$ cat src/rtl/motor_pwm_sequencer_pkg.sv
// Shared definitions for the washer motor PWM sequencer: state codes,
// programme mode codes and the microsecond-per-millisecond ratio.
package motor_pwm_sequencer_pkg;

  typedef enum logic [2:0] {
    ST_IDLE      = 3'd0,
    ST_RAMP_UP   = 3'd1,
    ST_RUN       = 3'd2,
    ST_RAMP_DOWN = 3'd3,
    ST_DEAD      = 3'd4,
    ST_DONE      = 3'd5
  } state_e;

  localparam logic [1:0] MODE_WASH = 2'd0;
  localparam logic [1:0] MODE_SPIN = 2'd1;

  localparam int unsigned US_PER_MS = 1000;

  function automatic logic mode_valid(input logic [1:0] mode);
    return (mode == MODE_WASH) || (mode == MODE_SPIN);
  endfunction

endpackage

$ cat src/rtl/motor_pwm_sequencer_tick_gen.sv
// Turns the asynchronous 1 MHz prescaler level into a one-cycle us_tick and
// derives ms_tick every TICKS_PER_MS us_ticks; the ms divider is clearable.
module motor_pwm_sequencer_tick_gen
  import motor_pwm_sequencer_pkg::*;
#(
  parameter int unsigned TICKS_PER_MS = US_PER_MS
) (
  input  logic clk,
  input  logic rst_n,
  input  logic i_1mhz_clk,
  input  logic i_clr,
  output logic o_us_tick,
  output logic o_ms_tick
);

  localparam int unsigned DIV_W = $clog2(TICKS_PER_MS + 1);
  localparam logic [DIV_W-1:0] DIV_LAST = DIV_W'(TICKS_PER_MS - 1);

  // [0],[1] form the synchronizer; [2] holds the previous synchronized level.
  logic [2:0]       sync_q, sync_d;
  logic [DIV_W-1:0] div_q, div_d;

  always_comb begin
    // NOTE: every combinational output gets a default first so no path
    // through the block leaves it unassigned and infers a latch.
    sync_d    = {sync_q[1:0], i_1mhz_clk};
    div_d     = div_q;
    o_us_tick = sync_q[1] & ~sync_q[2];
    o_ms_tick = o_us_tick && (div_q == DIV_LAST);
    if (i_clr) begin
      div_d = '0;
    end else if (o_us_tick) begin
      div_d = (div_q == DIV_LAST) ? '0 : div_q + 1'b1;
    end
  end

  // NOTE: state registers use non-blocking assignments so every flop samples
  // the pre-edge values regardless of statement order.
  always_ff @(posedge clk or negedge rst_n) begin
    if (!rst_n) begin
      sync_q <= '0;
      div_q  <= '0;
    end else begin
      sync_q <= sync_d;
      div_q  <= div_d;
    end
  end

endmodule

$ cat src/rtl/motor_pwm_sequencer.sv
// Washer motor programme sequencer: ramps PWM duty up, runs, ramps down and
// reverses direction after a dead time, for one SPIN leg or WASH_CYCLES legs.
module motor_pwm_sequencer
  import motor_pwm_sequencer_pkg::*;
#(
  parameter int unsigned DUTY_W       = 8,
  parameter int unsigned RAMP_STEP_US = 1000,
  parameter int unsigned RUN_MS       = 5000,
  parameter int unsigned DEAD_MS      = 500,
  parameter int unsigned WASH_CYCLES  = 8,
  parameter int unsigned TICKS_PER_MS = US_PER_MS
) (
  input  logic              sysclk,
  input  logic              i_rst_n,
  input  logic              i_1mhz_clk,
  input  logic              i_start,
  input  logic              i_stop,
  input  logic [1:0]        i_mode,
  input  logic [DUTY_W-1:0] i_target_duty,
  output logic [DUTY_W-1:0] o_duty,
  output logic              o_dir,
  output logic              o_busy,
  output logic              o_done,
  output logic [2:0]        o_state
);

  localparam int unsigned STEP_W = $clog2(RAMP_STEP_US + 1);
  localparam int unsigned MS_MAX = (RUN_MS > DEAD_MS) ? RUN_MS : DEAD_MS;
  localparam int unsigned MS_W   = $clog2(MS_MAX + 1);
  localparam int unsigned LEG_W  = $clog2(WASH_CYCLES + 1);

  localparam logic [STEP_W-1:0] STEP_LAST = STEP_W'(RAMP_STEP_US - 1);
  localparam logic [MS_W-1:0]   RUN_LAST  = MS_W'(RUN_MS - 1);
  localparam logic [MS_W-1:0]   DEAD_LAST = MS_W'(DEAD_MS - 1);
  localparam logic [LEG_W-1:0]  LEG_LAST  = LEG_W'(WASH_CYCLES - 1);

  state_e              state_q, state_d;
  logic [DUTY_W-1:0]   duty_q, duty_d;
  logic [DUTY_W-1:0]   target_q, target_d;
  logic [1:0]          mode_q, mode_d;
  logic                dir_q, dir_d;
  logic                abort_q, abort_d;
  logic [LEG_W-1:0]    leg_q, leg_d;
  logic [STEP_W-1:0]   step_q, step_d;
  logic [MS_W-1:0]     ms_q, ms_d;

  logic us_tick, ms_tick, tick_clr, step_done;

  motor_pwm_sequencer_tick_gen #(
    .TICKS_PER_MS(TICKS_PER_MS)
  ) u_tick_gen (
    .clk       (sysclk),
    .rst_n     (i_rst_n),
    .i_1mhz_clk(i_1mhz_clk),
    .i_clr     (tick_clr),
    .o_us_tick (us_tick),
    .o_ms_tick (ms_tick)
  );

  always_comb begin
    state_d   = state_q;
    duty_d    = duty_q;
    target_d  = target_q;
    mode_d    = mode_q;
    dir_d     = dir_q;
    abort_d   = abort_q;
    leg_d     = leg_q;
    step_d    = step_q;
    ms_d      = ms_q;
    step_done = us_tick && (step_q == STEP_LAST);

    unique case (state_q)
      ST_IDLE: begin
        if (i_start && !i_stop && mode_valid(i_mode) && (i_target_duty != '0)) begin
          target_d = i_target_duty;
          mode_d   = i_mode;
          dir_d    = 1'b0;
          leg_d    = '0;
          abort_d  = 1'b0;
          state_d  = ST_RAMP_UP;
        end
      end
      ST_RAMP_UP: begin
        if (i_stop) begin
          abort_d = 1'b1;
          state_d = ST_RAMP_DOWN;
        end else if (duty_q == target_q) begin
          state_d = ST_RUN;
        end else if (step_done) begin
          duty_d = duty_q + 1'b1;
          step_d = '0;
        end else if (us_tick) begin
          step_d = step_q + 1'b1;
        end
      end
      ST_RUN: begin
        if (i_stop) begin
          abort_d = 1'b1;
          state_d = ST_RAMP_DOWN;
        end else if (ms_tick) begin
          if (ms_q == RUN_LAST) state_d = ST_RAMP_DOWN;
          else                  ms_d    = ms_q + 1'b1;
        end
      end
      ST_RAMP_DOWN: begin
        if (i_stop) abort_d = 1'b1;
        if (duty_q == '0) begin
          // A stop arriving on the decision cycle still counts as an abort.
          if ((mode_q == MODE_SPIN) || (leg_q == LEG_LAST) || abort_q || i_stop)
            state_d = ST_DONE;
          else
            state_d = ST_DEAD;
        end else if (step_done) begin
          duty_d = duty_q - 1'b1;
          step_d = '0;
        end else if (us_tick) begin
          step_d = step_q + 1'b1;
        end
      end
      ST_DEAD: begin
        if (i_stop) begin
          state_d = ST_DONE;
        end else if (ms_tick) begin
          if (ms_q == DEAD_LAST) begin
            dir_d   = ~dir_q;
            leg_d   = leg_q + 1'b1;
            state_d = ST_RAMP_UP;
          end else begin
            ms_d = ms_q + 1'b1;
          end
        end
      end
      ST_DONE: begin
        abort_d = 1'b0;
        state_d = ST_IDLE;
      end
      default: state_d = ST_IDLE;
    endcase

    // Each state starts its timing from scratch; partial steps are dropped.
    tick_clr = (state_d != state_q);
    if (tick_clr) begin
      step_d = '0;
      ms_d   = '0;
    end
  end

  always_ff @(posedge sysclk or negedge i_rst_n) begin
    if (!i_rst_n) begin
      state_q  <= ST_IDLE;
      duty_q   <= '0;
      target_q <= '0;
      mode_q   <= MODE_WASH;
      dir_q    <= 1'b0;
      abort_q  <= 1'b0;
      leg_q    <= '0;
      step_q   <= '0;
      ms_q     <= '0;
    end else begin
      state_q  <= state_d;
      duty_q   <= duty_d;
      target_q <= target_d;
      mode_q   <= mode_d;
      dir_q    <= dir_d;
      abort_q  <= abort_d;
      leg_q    <= leg_d;
      step_q   <= step_d;
      ms_q     <= ms_d;
    end
  end

  assign o_duty  = duty_q;
  assign o_dir   = dir_q;
  assign o_busy  = (state_q != ST_IDLE);
  assign o_done  = (state_q == ST_DONE);
  assign o_state = state_q;

endmodule

$ cat config.mk
export PLATFORM = sky130hd
export DESIGN_NAME = motor_pwm_sequencer
export DESIGN_NICKNAME = d
export VERILOG_FILES = /design/src/rtl/motor_pwm_sequencer_pkg.sv /design/src/rtl/motor_pwm_sequencer_tick_gen.sv /design/src/rtl/motor_pwm_sequencer.sv
export SDC_FILE = /design/constraint.sdc
export NUM_CORES = 1
export LEC_CHECK = 0
export ABC_CLOCK_PERIOD_IN_PS = 2600
export BUFFER_PORTS_ARGS = -buffer_cell sky130_fd_sc_hd__buf_2
export CAP_MARGIN = 20
export CORE_MARGIN = 2
export CORE_UTILIZATION = 54
export DETAILED_ROUTE_END_ITERATION = 8
export PLACE_DENSITY = 0.8
export SLEW_MARGIN = 20
export SYNTH_ARGS = -nofsm -noshare
export SYNTH_HDL_FRONTEND = slang
export SYNTH_HIERARCHICAL = 1
export SYNTH_SLANG_ARGS = --single-unit
export TNS_END_PERCENT = 30
$ cat constraint.sdc
create_clock -name sysclk -period 2.6 [get_ports sysclk]
set_input_delay 0.39 -clock sysclk [delete_from_list [all_inputs] [get_ports sysclk]]
set_output_delay 0.39 -clock sysclk [all_outputs]
set_load 0.01 [all_outputs]
Yosys cells after proc, flatten, opt, wreduce, memory -nomap -nowiden
Cells that the tools add are included.
- register bits: 63
- input bits: 15
- output and inout bits: 14
- logic and storage cells: 129
- $add $sub $neg: 6
- equality and inequality tests: 33
- muxes and demuxes: 48
- bitwise operators: 3
- reductions and logical operators: 28
- operators with widths (kind ; number):
    $mux 13 ; 7
    $mux 10 ; 9
    $mux 8 ; 5
    $mux 3 ; 10
    $ne 3x3->1 const B ; 9
    $pmux 13 s2 ; 1
    $add 10x1->10 const B ; 2
    $eq 10x10->1 const B ; 2
    $pmux 10 s2 ; 1
    $ne 2x2->1 const B ; 9
    $mux 4 ; 4
    $pmux 8 s2 ; 1
    $pmux 3 s5 ; 1
    $add 13x1->13 const B ; 1
    $eq 13x13->1 const B ; 1
    $eq 13x9->1 const B ; 1
    $reduce_bool 3->1 ; 4
    $add 8x1->8 const B ; 1
    $eq 8x8->1 ; 1
    $logic_not 8->1 ; 1
    $pmux 4 s2 ; 1
    $reduce_bool 8->1 ; 1
    $sub 8x1->8 const B ; 1
    $reduce_and 7->1 ; 1
    other kinds (25) ; 43

Longest topological paths before layout
- depth after elaboration: 10
- mapped depth: 14
- depth with buffers taken out: 12

Hierarchy
The synthesis kept the hierarchy.
- modules (own cells, without submodules) (module ; instances ; cells each ; area each (um2) ; sequential area each (um2)):
    motor_pwm_sequencer ; 1 ; 305 ; 2987.9 ; 1251.2
    motor_pwm_sequencer_tick_gen ; 1 ; 60 ; 636.9 ; 325.3

Least setup slack after synthesis
OpenSTA, ideal clock, no wires.
- path kind: register -> register
- from: register state_q[2], in the netlist o_state[2]
- to: register u_tick_gen.div_q[8]
- library setup time: 0.078 ns
- arrival: 2.814 ns
- data required time: 2.522 ns
- slack: -0.292 ns
- stages on the path, launching flop included: 12
- path buffers: 3
- clock period less this slack: 2.892 ns
- cells stage by stage: dfrtp_1 > buf_2 > or3_4 > a2111oi_4 > nor2_1 > nor4b_4 > a211oi_4 > buf_6 > buf_6 > o2111ai_1 > or3_1 > a21oi_1
- cells in the longest elaborated chain, start to end: 6
- elaborated cells on any way between the ends: 19
- those cells by class: eq/ne: 5; mux: 12; reduce/logical: 2
- ends and longest elaborated chain (element ; line ; RTL):
    start, declared ; motor_pwm_sequencer.sv:37 ; state_e state_q, state_d;
    start signal, assigned ; motor_pwm_sequencer.sv:160 ; state_q <= state_d;
    $mux 3 (on tied branches) ; motor_pwm_sequencer.sv:124, motor_pwm_sequencer.sv:101 ;
    $mux 3 (on tied branches) ; motor_pwm_sequencer.sv:123, motor_pwm_sequencer.sv:100 ;
    $mux 3 (on tied branches) ; motor_pwm_sequencer.sv:121, motor_pwm_sequencer.sv:97 ;
    $pmux 3 s5 ; motor_pwm_sequencer.sv:72 ; unique case (state_q)
    $ne 3x3->1 * ; motor_pwm_sequencer.sv:141 ; tick_clr = (state_d != state_q);
    via tick_clr ; motor_pwm_sequencer.sv:47 ; logic us_tick, ms_tick, tick_clr, step_done;
    $mux 10 or $reduce_bool 2->1 (tied branches) ; n/a ;
    end signal, assigned ; motor_pwm_sequencer_tick_gen.sv:45 ; div_q <= div_d;
    end, declared ; motor_pwm_sequencer_tick_gen.sv:21 ; logic [DIV_W-1:0] div_q, div_d;
The timed path passes the listed nets; every way through them passes the cells marked *.
A chain may end at the register's enable or synchronous reset.

Final worst setup path
- from: register duty_q[7], in the netlist o_duty[7]
- to: register u_tick_gen.div_q[7]
- cells in the longest elaborated chain, start to end: 6
- elaborated cells on any way between the ends: 9
- those cells by class: eq/ne: 2; mux: 5; reduce/logical: 2
- ends and longest elaborated chain (element ; line ; RTL):
    start, declared ; motor_pwm_sequencer.sv:38 ; logic [DUTY_W-1:0] duty_q, duty_d;
    start signal, assigned ; motor_pwm_sequencer.sv:161 ; duty_q <= duty_d;
    $eq 8x8->1 ; motor_pwm_sequencer.sv:87 ; end else if (duty_q == target_q) begin
    $mux 3 ; motor_pwm_sequencer.sv:87 ;
    $mux 3 ; motor_pwm_sequencer.sv:84 ; if (i_stop) begin
    $pmux 3 s5 * ; motor_pwm_sequencer.sv:72 ;
    $ne 3x3->1 * ; motor_pwm_sequencer.sv:141 ;
    $mux 10 or $reduce_bool 2->1 (tied branches) ; n/a ;
Every way passes the cells marked *; elsewhere a longest branch is shown, timed or not.

==> results.md <==
* Core area at 0.00642 mm²
* Worst R2R Start: o_duty[7]
* FILL cells at 426
* Number of global-route vias before repair at 3177
* Sequential share of power at 0.367
* WP data required at 2.87 ns
* Met1 Routed Length at 4110 µm
* Top routing layer used: met4
* Slew HR at 0.472
* Die Span Y at 85.9 µm
* Fin worst setup slack at -0.0228 ns
* Clock Skew at 0.0115 ns
* Cell at the slowest stage of the critical path: dfrtp_2
* CTS Hold Bufs at 0
* DR WL met2 at 5040 µm
* Asr flop ratio synth at 1.00
* Flops & latches, synth at 63
* I/O Pins at 29
* Worst path cell trace: xnor2_1 > nand4_1 > o31a_1 > nor4b_4 > a211oi_4 > or3b_4 > or3_1 > nand3_1
* Via density at 6.06
* Crit path max fanout at 5
* Worst Max-Slew Pin Slew at 0.792 ns
* Clock power share at 0.264
* Sw power at 1140 µW
* Routed wl met3 at 350 µm
* Final Non-Filler Cells at 539
* Sw frac at 0.355
* Run status: finished, violations left
* Failing checks: negative setup slack
* Area of the multi-input gates at 0.00213 mm²
* Initial antenna violation count at 0
* Period utilization at 1.01
* Comb power frac at 0.369
* Final hold slack at 0.158 ns
* Port bufs at 28
* Int Pwr at 2080 µW
* DIE WIDTH at 85.9 µm
* GPL Wtd Cong at 0.872
* Sinks on Clock Net at 63
* Main flop type after synthesis: dfrtp_1
* H-tree depth at 3
* Fin nets at 483
* Maximum clock frequency at 381 MHz
* Synthesis Warnings at 6
* Final Max Slew Viols at 0
* Hold Crit Depth at 1
* Seq/Total Area, Yosys at 0.435
* Setup violations, final at 2
* Syn Area/Cell at 9.93 µm²
* Initial cell density of the core at 0.564
* Worst Setup End Kind: flop
* # diodes at 0
* Mapped Cells at 365
* Synth cell types at 61
* Hold Crit Class: input pin to flop
* Die area at 0.00738 mm²
* Longest Clk Path Bufs at 2
* Layout cell share with drive strength beyond 1 at 0.359
* Reg area at 0.00158 mm²
* Max cap viols at 0
* CTS clk-pin slew, worst paths at 0.07 ns
* Total CTS buffers at 9
* Leak pwr at 0.00205 µW
* Initial DRC count at 227
* Largest net degree at the start of global routing at 64
* P per Cell Area at 691 mW/mm²
* Worst setup path class: flop to flop
* GRT overflow at 0
* Number of synthesized flops with an enable pin at 0
* Crit. Startpoint: o_duty[7]
* Final Hold Vio Count at 0
* Worst EP arrival at 2.89 ns
* Reg2Reg Setup Slack at -0.02 ns
* Syn Nets at 391
* DRC Markers at 0
* Worst IR drop on VDD at 0.421 mV
* Floorplan row count at 29
* Slowest cell delay on critical path at 0.45 ns
* Min cycle time layout at 2.62 ns
* Insertion delay to the later sink of the worst-skew pair at 0.34 ns
* WL final at 9710 µm
* WL/cell at 18.0 µm
* TritonCTS clock tree: done
* Vias at 3269
* First-pass GRT wire length at 14700 µm
* DP Wirelength at 5980 µm
* Area Overhead vs Synth at 28.7%
* Reg2Reg Depth at 8
* Placed insts at 510
* Root buffer cell: clkbuf_8
* Layout Utilization at 0.726
* Total GRT Usage at 0.249
* RSZ-0062 raised after global routing: yes
* RR Endpoint: u_tick_gen/div_q[7]
* Post-route ant nets at 0
* 1st-pass router iterations at 5
* Crit start category: flop
* Min-Delay Endpoint: u_tick_gen/sync_q[0]
* Synthesized area at 0.00362 mm²
* Critical hold path startpoint: i_1mhz_clk
==> cells by family after synthesis <==
kind of cell               synth area share
AOI/OAI and AO/OA                     0.139
xor gates and xnor gates             0.0846
and+or+nand+nor                       0.222
adders and majority gates            0.0400
muxes                                0.0494
DFF                                   0.435
buffers and inverters                0.0307
==> stage by stage <==
stage	power [µW]	setup WS [ns]	setup TNS (ns)	instance area (µm²)
after floorplan	1900	-0.270	-0.837	3640
after global placement	2150	-0.0139	-0.0139	4180
after detailed placement	2220	-0.152	-0.376	4180
after CTS	3110	-0.00739	-0.0148	4460
after global routing	3380	-0.148	-0.822	4660
final	3220	-0.0228	-0.0411	4660
==> power groups by stage <==
stage          Combinational (µW)  Clock (µW)  Sequential, µW
6_report                     1190         852            1180
4_1_cts                      1080         862            1170
5_1_grt                      1280         907            1190
3_5_place_dp                 1040           0            1180
3_3_place_gp                  979           0            1170
2_1_floorplan                 739           0            1160
==> Yosys cell counts, drive strengths merged (2+ instances only) <==
cell | n | area share
nand2b | 6 | 0.010
a2111oi | 2 | 0.010
a311oi | 3 | 0.0073
nor4 | 6 | 0.010
and4 | 5 | 0.012
nor2 | 45 | 0.047
o21a | 5 | 0.010
inv | 9 | 0.0093
nand4 | 7 | 0.012
o2111ai | 2 | 0.0048
ha | 10 | 0.035
a21oi | 17 | 0.025
xnor2 | 25 | 0.060
a41oi | 3 | 0.0073
nor4b | 2 | 0.0090
o211ai | 4 | 0.0083
o21bai | 2 | 0.0041
and3 | 6 | 0.010
or4 | 2 | 0.0041
nor3 | 10 | 0.014
dfrtp | 63 | 0.43
xor2 | 10 | 0.024
and2 | 3 | 0.0052
clkbuf | 2 | 0.0021
a21o | 2 | 0.0041
o21ai | 15 | 0.021
a31oi | 2 | 0.0035
nand2 | 25 | 0.027
mux2 | 15 | 0.047
nand3 | 14 | 0.019
or3 | 7 | 0.013
a211oi | 4 | 0.012
nor3b | 4 | 0.0097
o31ai | 4 | 0.0097
buf | 9 | 0.019
nor2b | 3 | 0.0059
==> what timing repair did <==
action | in CTS | in global routing
pin swaps | 4 | 16
resized for setup | 12 | 30
endpoints found under the setup margin | 7 | 30
setup buffers | 4 | 9
==> worst max path at each step <==
stage | slack, ns | to | cells past startpoint
global route | -0.15 | u_tick_gen/div_q[7] | 8
CTS | -0.007 | u_tick_gen/div_q[3] | 10
finish | -0.02 | u_tick_gen/div_q[7] | 8
global placement | -0.01 | u_tick_gen/div_q[7] | 9
detailed placement | -0.15 | u_tick_gen/div_q[7] | 10
floorplan | -0.27 | u_tick_gen/div_q[8] | 11
==> routing by layer <==
layer	up-vias	global-route usage
li1	1505	-
met1	1644	0.310
met2	95	0.420
met3	25	0.0587
met4	0	0.0952
met5	-	0
==> state kept, by name (all words and copies together), names as in the netlist <==
name / cells
mode_q: 2
target_q: 8
o_state: 3
o_dir: 1
u_tick_gen/div_q: 10
abort_q: 1
o_duty: 8
step_q: 10
ms_q: 13
leg_q: 4
u_tick_gen/sync_q: 3
==> worst max-delay path, delay by kind of cell (launching register included) <==
kind / cells / cell delay, ns
compound gates: 2 / 0.51
flops: 1 / 0.45
simple gates: 5 / 1.37
xor+xnor: 1 / 0.23
==> placed cells by master, fill, tap and decap left out, types with 6 or more instances in the layout <==
cell type	Yosys	layout
buf_4	0	62
xor2_1	10	10
nand2_1	24	23
nand4_1	7	7
xnor2_1	25	23
o21ai_0	13	12
and3_1	6	6
nor3_1	10	10
buf_2	5	28
a21oi_1	16	13
dfrtp_1	63	59
nor2_1	45	41
mux2_2	14	14
clkbuf_8	0	10
ha_1	10	8
inv_1	9	8
nand3_1	14	13
==> final cells by class <==
type                    count  share of cell area
clock inverters             6              0.0129
multi-input cells         282               0.456
flip-flops and latches     63               0.339
well taps                  77              0.0207
clock buffers              10              0.0295
inverters                   9             0.00724
repair buffers             92               0.135
Note: power is estimated with default switching activity, not from simulation.
